[src/rtl/riscv_pipe_pkg.sv]
// Shared types and constants for the RV32I pipeline stages.
package riscv_pipe_pkg;

  localparam int unsigned PipeXlen = 32;
  localparam logic [31:0] NopInstr = 32'h0000_0013;

  typedef enum logic [1:0] {
    StFetch,
    StHold,
    StDrain
  } fetch_state_t;

  typedef struct packed {
    logic [PipeXlen-1:0] pc;
    logic [31:0]         instr;
    logic                valid;
  } if_id_t;

  // Saturating increment for event counters.
  function automatic logic [31:0] sat_inc(input logic [31:0] v);
    return (&v) ? v : v + 32'd1;
  endfunction

endpackage

[src/rtl/if_id_pipe_reg.sv]
// Pipeline register between two stages: write-enable plus a dominant flush to a bubble.
module if_id_pipe_reg
  import riscv_pipe_pkg::*;
#(
  parameter logic [31:0] BubbleInstr = NopInstr
) (
  input  logic   clk,
  input  logic   rst,
  input  logic   write_en,
  input  logic   flush,
  input  if_id_t d,
  output if_id_t q
);

  if_id_t data_q;
  if_id_t bubble;

  assign bubble = '{pc: '0, instr: BubbleInstr, valid: 1'b0};

  always_ff @(posedge clk) begin
    if (rst || flush) begin
      data_q <= bubble;
    end else if (write_en) begin
      data_q <= d;
    end
  end

  assign q = data_q;

endmodule

[src/rtl/fetch_stage_ctrl.sv]
// Fetch stage: PC, variable-latency imem handshake, stall buffering and redirect draining.
// Optional FETCH_PERF_CNT_EN adds saturating stall/flush/fetch counters.
module fetch_stage_ctrl
  import riscv_pipe_pkg::*;
#(
  parameter int unsigned      XLEN      = PipeXlen,
  parameter logic [XLEN-1:0]  RESET_PC  = '0,
  parameter logic [31:0]      NOP_INSTR = NopInstr
) (
  input  logic            clk,
  input  logic            rst,
  input  logic            pcwrite,
  input  logic            reg_if_id_write,
  input  logic            branch_taken_ex,
  input  logic [XLEN-1:0] branch_target,
  output logic            imem_req,
  output logic [XLEN-1:0] imem_addr,
  input  logic            imem_valid,
  input  logic [31:0]     imem_rdata,
  output logic [XLEN-1:0] pc_id,
  output logic [31:0]     instr_id,
  output logic            valid_id
`ifdef FETCH_PERF_CNT_EN
  ,
  output logic [31:0]     stall_cyc,
  output logic [31:0]     flush_cnt,
  output logic [31:0]     fetch_cnt
`endif
);

  fetch_state_t    state_q, state_d;
  logic [XLEN-1:0] pc_q, pc_d;
  logic [XLEN-1:0] addr_q, addr_d;
  logic [31:0]     hold_q, hold_d;
  logic [XLEN-1:0] target;
  logic [XLEN-1:0] pc_inc;
  logic            stall;
  logic            flush;
  logic            id_we;
  if_id_t          id_d, id_q;

  // A half-asserted hazard pair still freezes the stage.
  assign stall  = ~(pcwrite & reg_if_id_write);
  assign flush  = branch_taken_ex;
  assign target = branch_target & ~{{(XLEN-2){1'b0}}, 2'b11};
  assign pc_inc = pc_q + XLEN'(4);

  always_comb begin
    state_d  = state_q;
    pc_d     = pc_q;
    hold_d   = hold_q;
    id_we    = 1'b0;
    id_d     = '{pc: '0, instr: NOP_INSTR, valid: 1'b0};
    imem_req = 1'b0;
    unique case (state_q)
      StFetch: begin
        imem_req = 1'b1;
        if (flush) begin
          pc_d = target;
          if (!imem_valid) state_d = StDrain;
        end else if (imem_valid) begin
          if (stall) begin
            hold_d  = imem_rdata;
            state_d = StHold;
          end else begin
            id_we = 1'b1;
            id_d  = '{pc: addr_q, instr: imem_rdata, valid: 1'b1};
            pc_d  = pc_inc;
          end
        end else begin
          id_we = ~stall;
        end
      end
      StHold: begin
        if (flush) begin
          pc_d    = target;
          state_d = StFetch;
        end else if (!stall) begin
          id_we   = 1'b1;
          id_d    = '{pc: pc_q, instr: hold_q, valid: 1'b1};
          pc_d    = pc_inc;
          state_d = StFetch;
        end
      end
      StDrain: begin
        // Keep the stale request alive at its old address until memory answers.
        imem_req = 1'b1;
        if (flush) pc_d = target;
        if (imem_valid) state_d = StFetch;
        id_we = ~stall;
      end
      default: state_d = StFetch;
    endcase
    if (rst) imem_req = 1'b0;
  end

  // ADDR_Q only follows the PC when no request is left unanswered.
  always_comb begin
    addr_d = pc_d;
    if (state_q != StHold && !imem_valid) addr_d = addr_q;
  end

  always_ff @(posedge clk) begin
    if (rst) begin
      state_q <= StFetch;
      pc_q    <= RESET_PC;
      addr_q  <= RESET_PC;
      hold_q  <= NOP_INSTR;
    end else begin
      state_q <= state_d;
      pc_q    <= pc_d;
      addr_q  <= addr_d;
      hold_q  <= hold_d;
    end
  end

  if_id_pipe_reg #(
    .BubbleInstr(NOP_INSTR)
  ) u_if_id (
    .clk     (clk),
    .rst     (rst),
    .write_en(id_we),
    .flush   (flush),
    .d       (id_d),
    .q       (id_q)
  );

  assign imem_addr = addr_q;
  assign pc_id     = id_q.pc;
  assign instr_id  = id_q.instr;
  assign valid_id  = id_q.valid;

`ifdef FETCH_PERF_CNT_EN
  logic [31:0] stall_cyc_q, flush_cnt_q, fetch_cnt_q;

  always_ff @(posedge clk) begin
    if (rst) begin
      stall_cyc_q <= '0;
      flush_cnt_q <= '0;
      fetch_cnt_q <= '0;
    end else begin
      if (stall) stall_cyc_q <= sat_inc(stall_cyc_q);
      if (flush) flush_cnt_q <= sat_inc(flush_cnt_q);
      if (id_we && id_d.valid && !flush) fetch_cnt_q <= sat_inc(fetch_cnt_q);
    end
  end

  assign stall_cyc = stall_cyc_q;
  assign flush_cnt = flush_cnt_q;
  assign fetch_cnt = fetch_cnt_q;
`endif

  stall_pair_a: assert property (@(posedge clk) disable iff (rst) pcwrite == reg_if_id_write);
  valid_needs_req_a: assert property (@(posedge clk) disable iff (rst) imem_valid |-> imem_req);

endmodule

[config.mk]
export PLATFORM = sky130hd
export DESIGN_NAME = fetch_stage_ctrl
export DESIGN_NICKNAME = d
export VERILOG_FILES = /design/src/rtl/riscv_pipe_pkg.sv /design/src/rtl/if_id_pipe_reg.sv /design/src/rtl/fetch_stage_ctrl.sv
export SDC_FILE = /design/constraint.sdc
export NUM_CORES = 1
export LEC_CHECK = 0
export ABC_AREA = 0
export CAP_MARGIN = 0
export CORE_MARGIN = 3
export CORE_UTILIZATION = 56
export CTS_BUF_LIST = sky130_fd_sc_hd__clkbuf_8
export DETAILED_ROUTE_END_ITERATION = 7
export PLACE_DENSITY = 0.92
export RECOVER_POWER = 50
export SLEW_MARGIN = 0
export SYNTH_ARGS = -nofsm -noshare
export SYNTH_HDL_FRONTEND = slang
export SYNTH_SLANG_ARGS = --single-unit
[constraint.sdc]
create_clock -name clk -period 5.7 [get_ports clk]
set_clock_uncertainty 0.1 [all_clocks]
set_input_delay 1.71 -clock clk [delete_from_list [all_inputs] [get_ports clk]]
set_output_delay 1.71 -clock clk [all_outputs]
set_load 0.1 [all_outputs]
# Word level (Yosys, flattened, before mapping)
# Index checks and enable logic that the tools add are counted.
# classes
n_reduce_logical	7
mul	0
shifts	0
add_sub_neg	1
muxes	27
magnitude_cmp	0
div_mod_pow	0
n_bitwise	3
eq_ne	8
# op_table
cell	count
$mux 65	5
$mux 32	5
$pmux 65 s2	1
$pmux 32 s3	1
$add 32x3->32 const B	1
$mux 2	7
$ne 3x3->1 const B	4
$mux 1	6
$pmux 2 s3	1
$reduce_and 5->1	1
$reduce_and 4->1	1
$pmux 1 s3	1
$eq 2x1->1 const B	1
$eq 2x2->1 const B	1
$logic_not 2->1	1
$ne 2x1->1 const B	1
$ne 2x2->1 const B	1
$not 1->1	2
$reduce_or 2->1	1
$and 1x1->1	1
$logic_and 1x1->1	1
$logic_not 1->1	1
$logic_or 1x1->1	1
# word_totals
ff_bits	163
latch_bits	0
output_inout_bits	98
in_bits	70
ram_bits	0
n_memories	0
word_cells	53
rom_bits	0

# Logic depth before layout (Yosys ltp)
# Gate-level depths: netlist of the first run.
# logic_depth
word_depth	5
mapped_depth	8
ltp_nobuf	7

# Cells and area by module
# From an unflattened synthesis of the first run, not the netlist that was laid out.
# hier_totals
cells_unflattened	883
area_unflattened_um2	7489.7
# modules_own_cells
module	seq_area_each_um2	n_inst	area_each_um2	cells_each
fetch_stage_ctrl	1961.9	1	5177.5	672
if_id_pipe_reg	1301.2	1	2312.2	211

# Least setup slack after synthesis of the first run
# OpenSTA, ideal clock, no wires.
# synth_timing
path_type	input -> output
start	in rst
end	out imem_req
path_slack_ns	0.535
arrival_ns	3.355
n_path_buf	2
t_required_ns	3.890
path_stages	3
cell_sequence	clkbuf_1 -> clkbuf_1 -> nor2_1
# synth_between
elab_chain_len	1
# synth_rtl
element	line_no	source
from (decl)	fetch_stage_ctrl.sv:11	input logic rst,
$mux 1	fetch_stage_ctrl.sv:94	if (rst) imem_req = 1'b0;
to (decl)	fetch_stage_ctrl.sv:16	output logic imem_req,
# Every way passes these cells.

# Final worst setup path of the first run
# layout_timing
start	in imem_valid
end	reg hold_q[5]
# layout_between
elab_chain_len	1
# layout_rtl
element	line_no	source
from (decl)	fetch_stage_ctrl.sv:18	input logic imem_valid,
$reduce_and 4->1 (no line)	-	
to (signal assigned)	fetch_stage_ctrl.sv:113	hold_q <= hold_d;
to (decl)	fetch_stage_ctrl.sv:34	logic [31:0] hold_q, hold_d;
# Every way passes these cells.
# A chain may end at the register's enable or synchronous reset.

==> summary.md, run 1 <==
| Metric | Value |
|---|---|
| Status | `finished, violations left` |
| Violated checks | `max-capacitance violations, max-slew violations` |
| Worst endpoint required time | `5.99 ns` |
| Root Buffer | `clkbuf_8` |
| Gr ovfl total | `0` |
| Hold WC Path Type | `reg -> reg` |
| Vias in the first global route | `7261` |
| Synth Warn # | `0` |
| Die H | `120 um` |
| CP Cell Sequence | `dlygate4sd3_1, inv_1, or4_1, nor2_1, clkbuf_1, nand2_1, a21oi_1` |
| Clk buf depth | `2` |
| Most common cell after layout, fill and taps aside | `dfxtp_1` |
| Setup WS pre-CTS | `1.03 ns` |
| Number of synthesized flops with an enable pin | `0` |
| Post-CTS setup buffer count | `0` |
| Mapped Cells | `895` |
| Clock sinks | `163` |
| CTS Hold Bufs | `0` |
| Critical path's slowest cell | `clkbuf_1` |
| CP delay by family, top | `buffers and inverters` |
| Post-cts sizing count | `0` |
| Clock-pin slew on the worst setup and hold paths | `0.08 ns` |
| Cts bufs inserted | `17` |
| HPWL Detailed | `15400 um` |
| Leak Pwr | `3.47 nW` |
| Buf/Inv on CP | `3` |
| Mapped Area | `7280 um^2` |
| Nets | `1088` |
| Avg Cell Area, Syn | `8.14 um^2` |
| Drt wl/cell | `19.2 um` |
| Share of cells above drive strength 1 | `6.43%` |
| CP max FO | `32` |
| # setup viols final | `0` |
| Minimum clock period | `4.69 ns` |
| Max incr delay on CP | `1.13 ns` |
| ANT nets after route | `0` |
| Initial antenna violation count | `2` |
| WP data arrival | `4.98 ns` |
| Unique masters post-synth | `70` |
| IO Pins | `168` |
| Row count | `41` |
| Slew Viols, Final | `33` |
| Chip width | `120 um` |
| Gr usage total | `31.8%` |
| Post-synthesis register bit count | `163` |
| P per Cell Area | `263 nW/um^2` |
| Fmax | `213 MHz` |
| FFs w/ async S/R, synth | `0%` |
| Syn-to-layout area delta | `28.0%` |
| Worst setup margin | `1.01 ns` |
| Final setup TNS | `0 ns` |
| DRT Pass-1 Iters | `8` |
| Main combinational cell family by area after synthesis | `compound AO/OA/AOI/OAI gates` |
| Setup crit start kind | `primary input` |
| Largest net degree at the start of global routing | `87` |
| Vias post-DR | `7598` |
| Fin crit share | `82.2%` |
| Synth Area in Compound Gates | `25.6%` |
| H-Tree Level Count | `4` |
| Maximum vdd drop | `0.192 mV` |
| Ys flop type | `dfxtp_1` |
| CP endpoint kind | `flip-flop` |
| Post-synthesis xor/xnor area fraction | `0.361%` |
| Die area | `14400 um^2` |
| Most frequent cells in the layout | `dfxtp_1 (163), nand2_1 (140), nor2_1 (107)` |
| Slew HR | `-2.00%` |
| Final hold violations | `0` |
| Critical path class | `in -> reg` |
| Mux cell area share after synthesis | `0.429%` |
| CTS tree | `yes` |
| DRC Markers | `0` |
| Core region area | `12700 um^2` |
| DRT iter0 DRCs | `994` |
| RSZ-0062 raised after global routing | `false` |
| Synth Area in Simple Gates | `24.0%` |
| DR vias/cell | `6.33` |
| Seq/Total Area, Yosys | `44.8%` |
| First-pass GRT wire length | `36700 um` |
| Worst Tran Pin Value | `1.53 ns` |
| Total wire length | `23000 um` |
| Initial core utilization | `57.5%` |
| Placer Congestion | `0.952` |
| Adder-Cell Fraction of Synth Area | `0.344%` |
| Max Cap Viol | `1` |
| Synthesized Nets | `967` |
| IO Port Bufs | `165` |
| Later-pin clock latency in the skew report | `0.46 ns` |
## final timing paths
path	cells past startpoint	start	slack, ns	to
setup / recovery	7	imem_valid	1.01	hold_q[5]
hold reg to reg	2	hold_q[22]	0.36	hold_q[22]
setup reg to reg	6	state_q[1]	2.70	hold_q[5]
hold / removal	2	hold_q[22]	0.36	hold_q[22]
## layout make-up
class	count	area (um^2)
Inverter	10	37.5
Fill cell	948	3340
Multi-Input combinational cell	645	3710
Tap cell	172	215
Antenna cell	1	2.50
Clock inverter	12	93.8
Sequential cell	163	3260
Timing Repair Buffer	179	1760
Clock buffer	18	248
## cell usage after synthesis (3+ instances only)
cell      count  area [um^2]
a31o_2        4         35.0
a211o_1       3         26.3
nand2b_1      3         18.8
and3_1        8         50.1
nand4_1      11         68.8
dfxtp_1     163         3260
nor3b_1       3         22.5
or3_1         6         37.5
a211oi_1     20          150
buf_1         6         22.5
o21ai_0      25          125
buf_2         3         15.0
nor4_1       11         68.8
a22oi_1      33          248
nand3b_1     15          113
o31ai_1       6         45.0
clkbuf_1     68          255
o21ai_1       5         25.0
nor2_1      108          405
a222oi_1     34          340
a221oi_1      3         26.3
or2_2         3         18.8
nand2_1     140          526
inv_1         9         33.8
nand3_1      16         80.1
nor3_1       19         95.1
a31oi_1       6         37.5
o311a_1       4         40.0
o22ai_1      13         81.3
a41oi_1       3         26.3
a21oi_1      75          375
xnor2_1       3         26.3
and4_1        7         61.3
o211ai_1      8         60.1
nor2b_1       5         31.3
a21boi_0      3         22.5
## kinds of logic after synthesis
logic type,count (synthesis)
multiplexers,3
AND/OR/NAND/NOR,371
adder cells (fa/ha/maj),2
AO/OA/AOI/OAI,266
buffers and inverters,87
XOR/XNOR,3
flip-flops,163
## tightest hold or removal path, stage by stage (launching register included)
cell	delay, ns
dfxtp_1	0.32
nand2_1	0.05
a21oi_1	0.05
## stage by stage
stage | instance area (um^2) | total power, mW | util, % | hold slack (ns) | std cells
2_1_floorplan | 7280 | 1.56 | - | 0.336 | 895
3_3_place_gp | 8990 | 1.71 | 71.0 | 0.341 | 1169
3_5_place_dp | 8990 | 1.72 | 71.0 | 0.346 | 1169
4_1_cts | 9340 | 2.46 | 73.7 | 0.360 | 1199
5_1_grt | 9330 | 2.54 | 73.6 | 0.380 | 1200
6_report | 9330 | 2.45 | 73.6 | 0.360 | 1200
## flip-flops by register name, summed over array words and instances (netlist names)
signal and cells:
state_q 2, u_if_id.q 65, imem_addr 32, hold_q 32, pc_q 32
## power by group
group          switching, mW  internal, mW  total (mW)
Combinational          0.320         0.137       0.457
Sequential            0.0499          1.18        1.23
Clock                  0.414         0.346       0.760
Total                  0.784          1.67        2.45
## layer usage
layer | global-route usage (%) | part of all wire (%) | wire length, um | vias up
met5 | 0 | 0.048 | 11 | -
met4 | 12.1 | 2.5 | 586 | 2
met3 | 8.58 | 9.2 | 2120 | 59
met2 | 52.5 | 48 | 11000 | 390
met1 | 39.6 | 40 | 9260 | 3582
li1 | - | - | - | 3565
Power figures use the tool's default switching activity.
==> run 2: changes to the inputs <==
CORE_UTILIZATION = 52   (was 56)
PLACE_DENSITY = 0.87   (was 0.92)
clock period = 4.6 ns   (was 5.7 ns; I/O delays follow)
==> run 2 against run 1 <==
The flow still finishes with violations (max-capacitance violations, max-slew violations). Final area rose by 1.7%. Combinational power rose by 25%. Routed wire length fell by 1.5%. Highest routed layer unchanged.
==> summary.md, run 2 (synthesis results as in run 1) <==
| Metric | Value |
|---|---|
| Status | `finished, violations left` |
| Violated checks | `max-capacitance violations, max-slew violations` |
| Worst endpoint required time | `4.90 ns` |
| Chip width | `124 um` |
| Most common cell after layout, fill and taps aside | `dfxtp_1` |
| WP data arrival | `4.17 ns` |
| Core region area | `13500 um^2` |
| Start point of the critical path | `imem_valid` |
| Root Buffer | `clkbuf_8` |
| Worst Tran Pin Value | `2.05 ns` |
| Later-pin clock latency in the skew report | `0.47 ns` |
| Initial antenna violation count | `1` |
| Die area | `15500 um^2` |
| Initial core utilization | `54.1%` |
| Drt wl/cell | `18.6 um` |
| Hold Startpoint | `hold_q[16]` |
| Buf/Inv on CP | `3` |
| Gr ovfl total | `0` |
| Maximum vdd drop | `0.195 mV` |
| CP Cell Sequence | `dlygate4sd3_1, inv_1, or4_1, nor2_4, clkbuf_1, a222oi_1, nor2_1` |
| Worst setup margin | `0.734 ns` |
| FF/Latch Area | `3260 um^2` |
| Vias in the first global route | `7026` |
| Max FFs per register | `65` |
| Total wire length | `22700 um` |
| Die H | `124 um` |
| Critical path's slowest cell | `dlygate4sd3_1` |
| Minimum clock period | `3.87 ns` |
| HPWL Detailed | `15500 um` |
| Leak Pwr | `3.34 nW` |
| Diode count | `0` |
| CTS tree | `yes` |
| DRT iter0 DRCs | `1078` |
| Fin crit share | `84.0%` |
| Max Cap Viol | `1` |
| IO Port Bufs | `165` |
| IO Pins | `168` |
| Final cell count without fillers | `1217` |
| Post-CTS setup buffer count | `0` |
| RSZ-0062 raised after global routing | `false` |
| Clock sinks | `163` |
| Hold WC Path Type | `reg -> reg` |
| Share of cells above drive strength 1 | `7.68%` |
| Clk buf depth | `2` |
| Placed Cells | `1186` |
| WHS Endpoint | `hold_q[16]` |
| CP endpoint kind | `flip-flop` |
| First-pass GRT wire length | `36400 um` |
| Filler cells | `1077` |
| Slew Viols, Final | `47` |
| Clock-pin slew on the worst setup and hold paths | `0.09 ns` |
| Reg-to-reg slack, setup | `1.65 ns` |
| Reg2reg path depth | `6` |
| Hold slack final | `0.360 ns` |
| H-Tree Level Count | `4` |
| Slew HR | `-36.7%` |
| Largest net degree at the start of global routing | `59` |
| Post-cts sizing count | `0` |
| CTS Hold Bufs | `0` |
| DR vias/cell | `6.27` |
| Syn-to-layout area delta | `30.2%` |
| Final setup TNS | `0 ns` |
| Nets | `1101` |
| Placer Congestion | `0.956` |
| Gr usage total | `28.4%` |
| Reg2reg start | `state_q[0]` |
| Hold path depth | `2` |
| Max incr delay on CP | `0.83 ns` |
| Critical path class | `in -> reg` |
| Final hold violations | `0` |
| ANT nets after route | `0` |
| Crit Reg-Reg Endpoint | `imem_addr[18]` |
| Most frequent cells in the layout | `dfxtp_1 (163), clkdlybuf4s50_1 (141), nand2_1 (140)` |
| Setup WS pre-CTS | `0.518 ns` |
| Cts bufs inserted | `17` |
| CP max FO | `21` |
| P per Cell Area | `343 nW/um^2` |
| Area taken by multi-input logic gates | `3700 um^2` |
| Vias post-DR | `7628` |
| DRC Markers | `0` |
| # setup viols final | `0` |
| Overall Power | `3.25 mW` |
| Fmax | `259 MHz` |
| DRT Pass-1 Iters | `6` |
| Row count | `42` |
| Setup crit start kind | `primary input` |
| CP delay by family, top | `buffers and inverters` |
-- run 2: area by class of cell --
| cell class | instances | share of cell area [%] |
|---|---|---|
| tap | 176 | 2.32 |
| timing repair buffer | 192 | 19.2 |
| clock buffer | 17 | 2.47 |
| inverter | 10 | 0.396 |
| clock inverter | 14 | 2.14 |
| sequential | 163 | 34.4 |
| multi-input combinational | 645 | 39.0 |
-- run 2: report_power, final --
| group | switching [mW] | internal, mW |
|---|---|---|
| combinational | 0.392 | 0.179 |
| sequential | 0.0652 | 1.47 |
| clock | 0.550 | 0.598 |
| total | 1.01 | 2.25 |
-- run 2: how the worst max path moves through the flow --
stage / endpoint / cells after the start / slack [ns]
finish: u_if_id.q[23] / 7 / 0.73
global route: u_if_id.q[23] / 7 / 0.54
CTS: pc_q[28] / 7 / 1.02
detailed placement: pc_q[28] / 7 / 0.52
global placement: pc_q[28] / 7 / 0.58
floorplan: imem_req / 3 / 0.09
-- run 2: routing by layer --
metal	GRT usage, %	share of wire [%]	vias up
met4	10.8	3.0	2
met5	0	0.057	-
li1	-	-	3567
met1	37.7	42	3617
met2	45.5	47	386
met3	5.87	8.0	56
-- run 2: through the flow --
stage / cell area, um^2 / utilization [%]
6_report: 9480 / 70.5
4_1_cts: 9510 / 70.7
2_1_floorplan: 7280 / -
3_5_place_dp: 9080 / 67.5
3_3_place_gp: 9080 / 67.5
5_1_grt: 9480 / 70.5
-- run 2: tightest hold or removal path, delay by kind of cell, from the launching register on --
| kind | cells | cell delay (ns) |
|---|---|---|
| and+or+nand+nor | 1 | 0.05 |
| AOI/OAI and AO/OA | 1 | 0.05 |
| DFF | 1 | 0.32 |
==> run 3: changes to the inputs <==
CORE_UTILIZATION = 47   (was 52)
PLACE_DENSITY = 0.83   (was 0.87)
clock period = 3.2 ns   (was 4.6 ns; I/O delays follow)
==> run 3 against run 2 <==
The run now ends clean. Via count is 0.54% lower. Routed wire length is 2.3% higher. Combinational power is 42% higher. Sequential share of layout area is 1.1 points higher. Die area is 10% higher. Critical path type unchanged. Critical endpoint is now pc_q[24].
==> summary.md, run 3 (synthesis results as in run 1) <==
| Metric | Value |
|---|---|
| Status | `finished clean` |
| RSZ-0062 raised after global routing | `false` |
| Max FFs per register | `65` |
| P per Cell Area | `489 nW/um^2` |
| Vias in the first global route | `7103` |
| Critical path class | `in -> reg` |
| HPWL Detailed | `16300 um` |
| WP data arrival | `3.24 ns` |
| Root Buffer | `clkbuf_8` |
| Initial core utilization | `49.0%` |
| Post-layout util | `61.8%` |
| Setup WS pre-CTS | `-0.250 ns` |
| Later-pin clock latency in the skew report | `0.46 ns` |
| Clock sinks | `163` |
| Reg2reg path depth | `5` |
| CP max FO | `3` |
| Final hold violations | `0` |
| Row count | `44` |
| Area taken by multi-input logic gates | `3710 um^2` |
| IO Pins | `168` |
| Fin crit share | `93.7%` |
| CTS tree | `yes` |
| Overall Power | `4.49 mW` |
| Clock-pin slew on the worst setup and hold paths | `0.08 ns` |
| Placed Cells | `1224` |
| Leak Pwr | `3.22 nW` |
| Setup crit start kind | `primary input` |
| Syn-to-layout area delta | `26.1%` |
| Most common cell after layout, fill and taps aside | `dfxtp_1` |
| Gr ovfl total | `0` |
| Most frequent cells in the layout | `dfxtp_1 (163), nand2_1 (140), nor2_1 (105), clkbuf_1 (105), a21oi_1 (75)` |
| Worst endpoint required time | `3.44 ns` |
| Final cell count without fillers | `1256` |
| Total wire length | `23200 um` |
| IO Port Bufs | `165` |
| Post-CTS setup buffer count | `0` |
| ANT nets after route | `0` |
| # setup viols final | `0` |
| Share of cells above drive strength 1 | `9.90%` |
| DRC Markers | `0` |
| FF/Latch Area | `3260 um^2` |
| Hold WC Path Type | `reg -> reg` |
| Worst setup margin | `0.201 ns` |
| Drt wl/cell | `18.5 um` |
| Clk buf depth | `2` |
| Fmax | `333 MHz` |
| DRT Pass-1 Iters | `8` |
| First-pass GRT wire length | `36800 um` |
| Gr usage total | `27.1%` |
| Cts bufs inserted | `17` |
| Hold slack final | `0.358 ns` |
| Hold path depth | `2` |
| Nets | `1131` |
| Slew HR | `18.9%` |
| Core region area | `14900 um^2` |
| Max Cap Viol | `0` |
| Maximum vdd drop | `0.397 mV` |
| Minimum clock period | `3.00 ns` |
| DRT iter0 DRCs | `850` |
| Filler cells | `1387` |
| Initial antenna violation count | `1` |
| Placer Congestion | `1.00` |
| Worst Tran Pin Value | `1.22 ns` |
| H-Tree Level Count | `4` |
| Chip width | `130 um` |
| CP endpoint kind | `flip-flop` |
| Die H | `130 um` |
| Largest net degree at the start of global routing | `104` |
| Post-cts sizing count | `0` |
| Slew Viols, Final | `0` |
| CTS Hold Bufs | `0` |
| Die area | `17000 um^2` |
| DR vias/cell | `6.04` |
| Vias post-DR | `7587` |
-- run 3: stage by stage --
| step | TNS, ns | cell area [um^2] |
|---|---|---|
| 6_report | 0 | 9190 |
| 5_1_grt | 0 | 9190 |
| 4_1_cts | 0 | 9600 |
| 3_5_place_dp | -1.49 | 9210 |
| 3_3_place_gp | -1.30 | 9210 |
| 2_1_floorplan | 0 | 7290 |
-- run 3: where the power goes --
group          internal, mW  total [mW]  switching [mW]
Combinational         0.240       0.808           0.568
Clock                 0.751        1.48           0.730
Sequential             2.11        2.20          0.0956
Total                  3.10        4.49            1.39
-- run 3: worst max-delay path, cell delays in order --
cell and delay (ns):
clkdlybuf4s50_1 0.48, nand3_1 0.15, or4_4 0.59, nor4_4 0.37, buf_4 0.17, nand3_1 0.06
nor3b_1 0.16, nor4_1 0.31
-- run 3: routing by layer --
metal / vias to the layer above / share of wire (%) / global-route usage, %
li1: 3632 / - / -
met1: 3594 / 44 / 37.3
met2: 323 / 46 / 43.2
met3: 38 / 7.7 / 5.98
met4: 0 / 1.8 / 7.62
met5: - / 0 / 0
-- run 3: path summary, 6_finish.rpt --
| kind | from | end | slack [ns] |
|---|---|---|---|
| min reg2reg | hold_q[5] | hold_q[5] | 0.36 |
| max | pcwrite | pc_q[24] | 0.20 |
| max reg2reg | state_q[0] | imem_addr[8] | 0.54 |
| min | hold_q[5] | hold_q[5] | 0.36 |
-- run 3: area by class of cell --
type / instances / share of cell area [%]
antenna: 1 / 0.0272
clock buffer: 17 / 2.55
clock inverter: 14 / 1.62
inverter: 10 / 0.408
multi-input combinational: 645 / 40.4
sequential: 163 / 35.5
tap: 184 / 2.51
timing repair buffer: 222 / 17.0
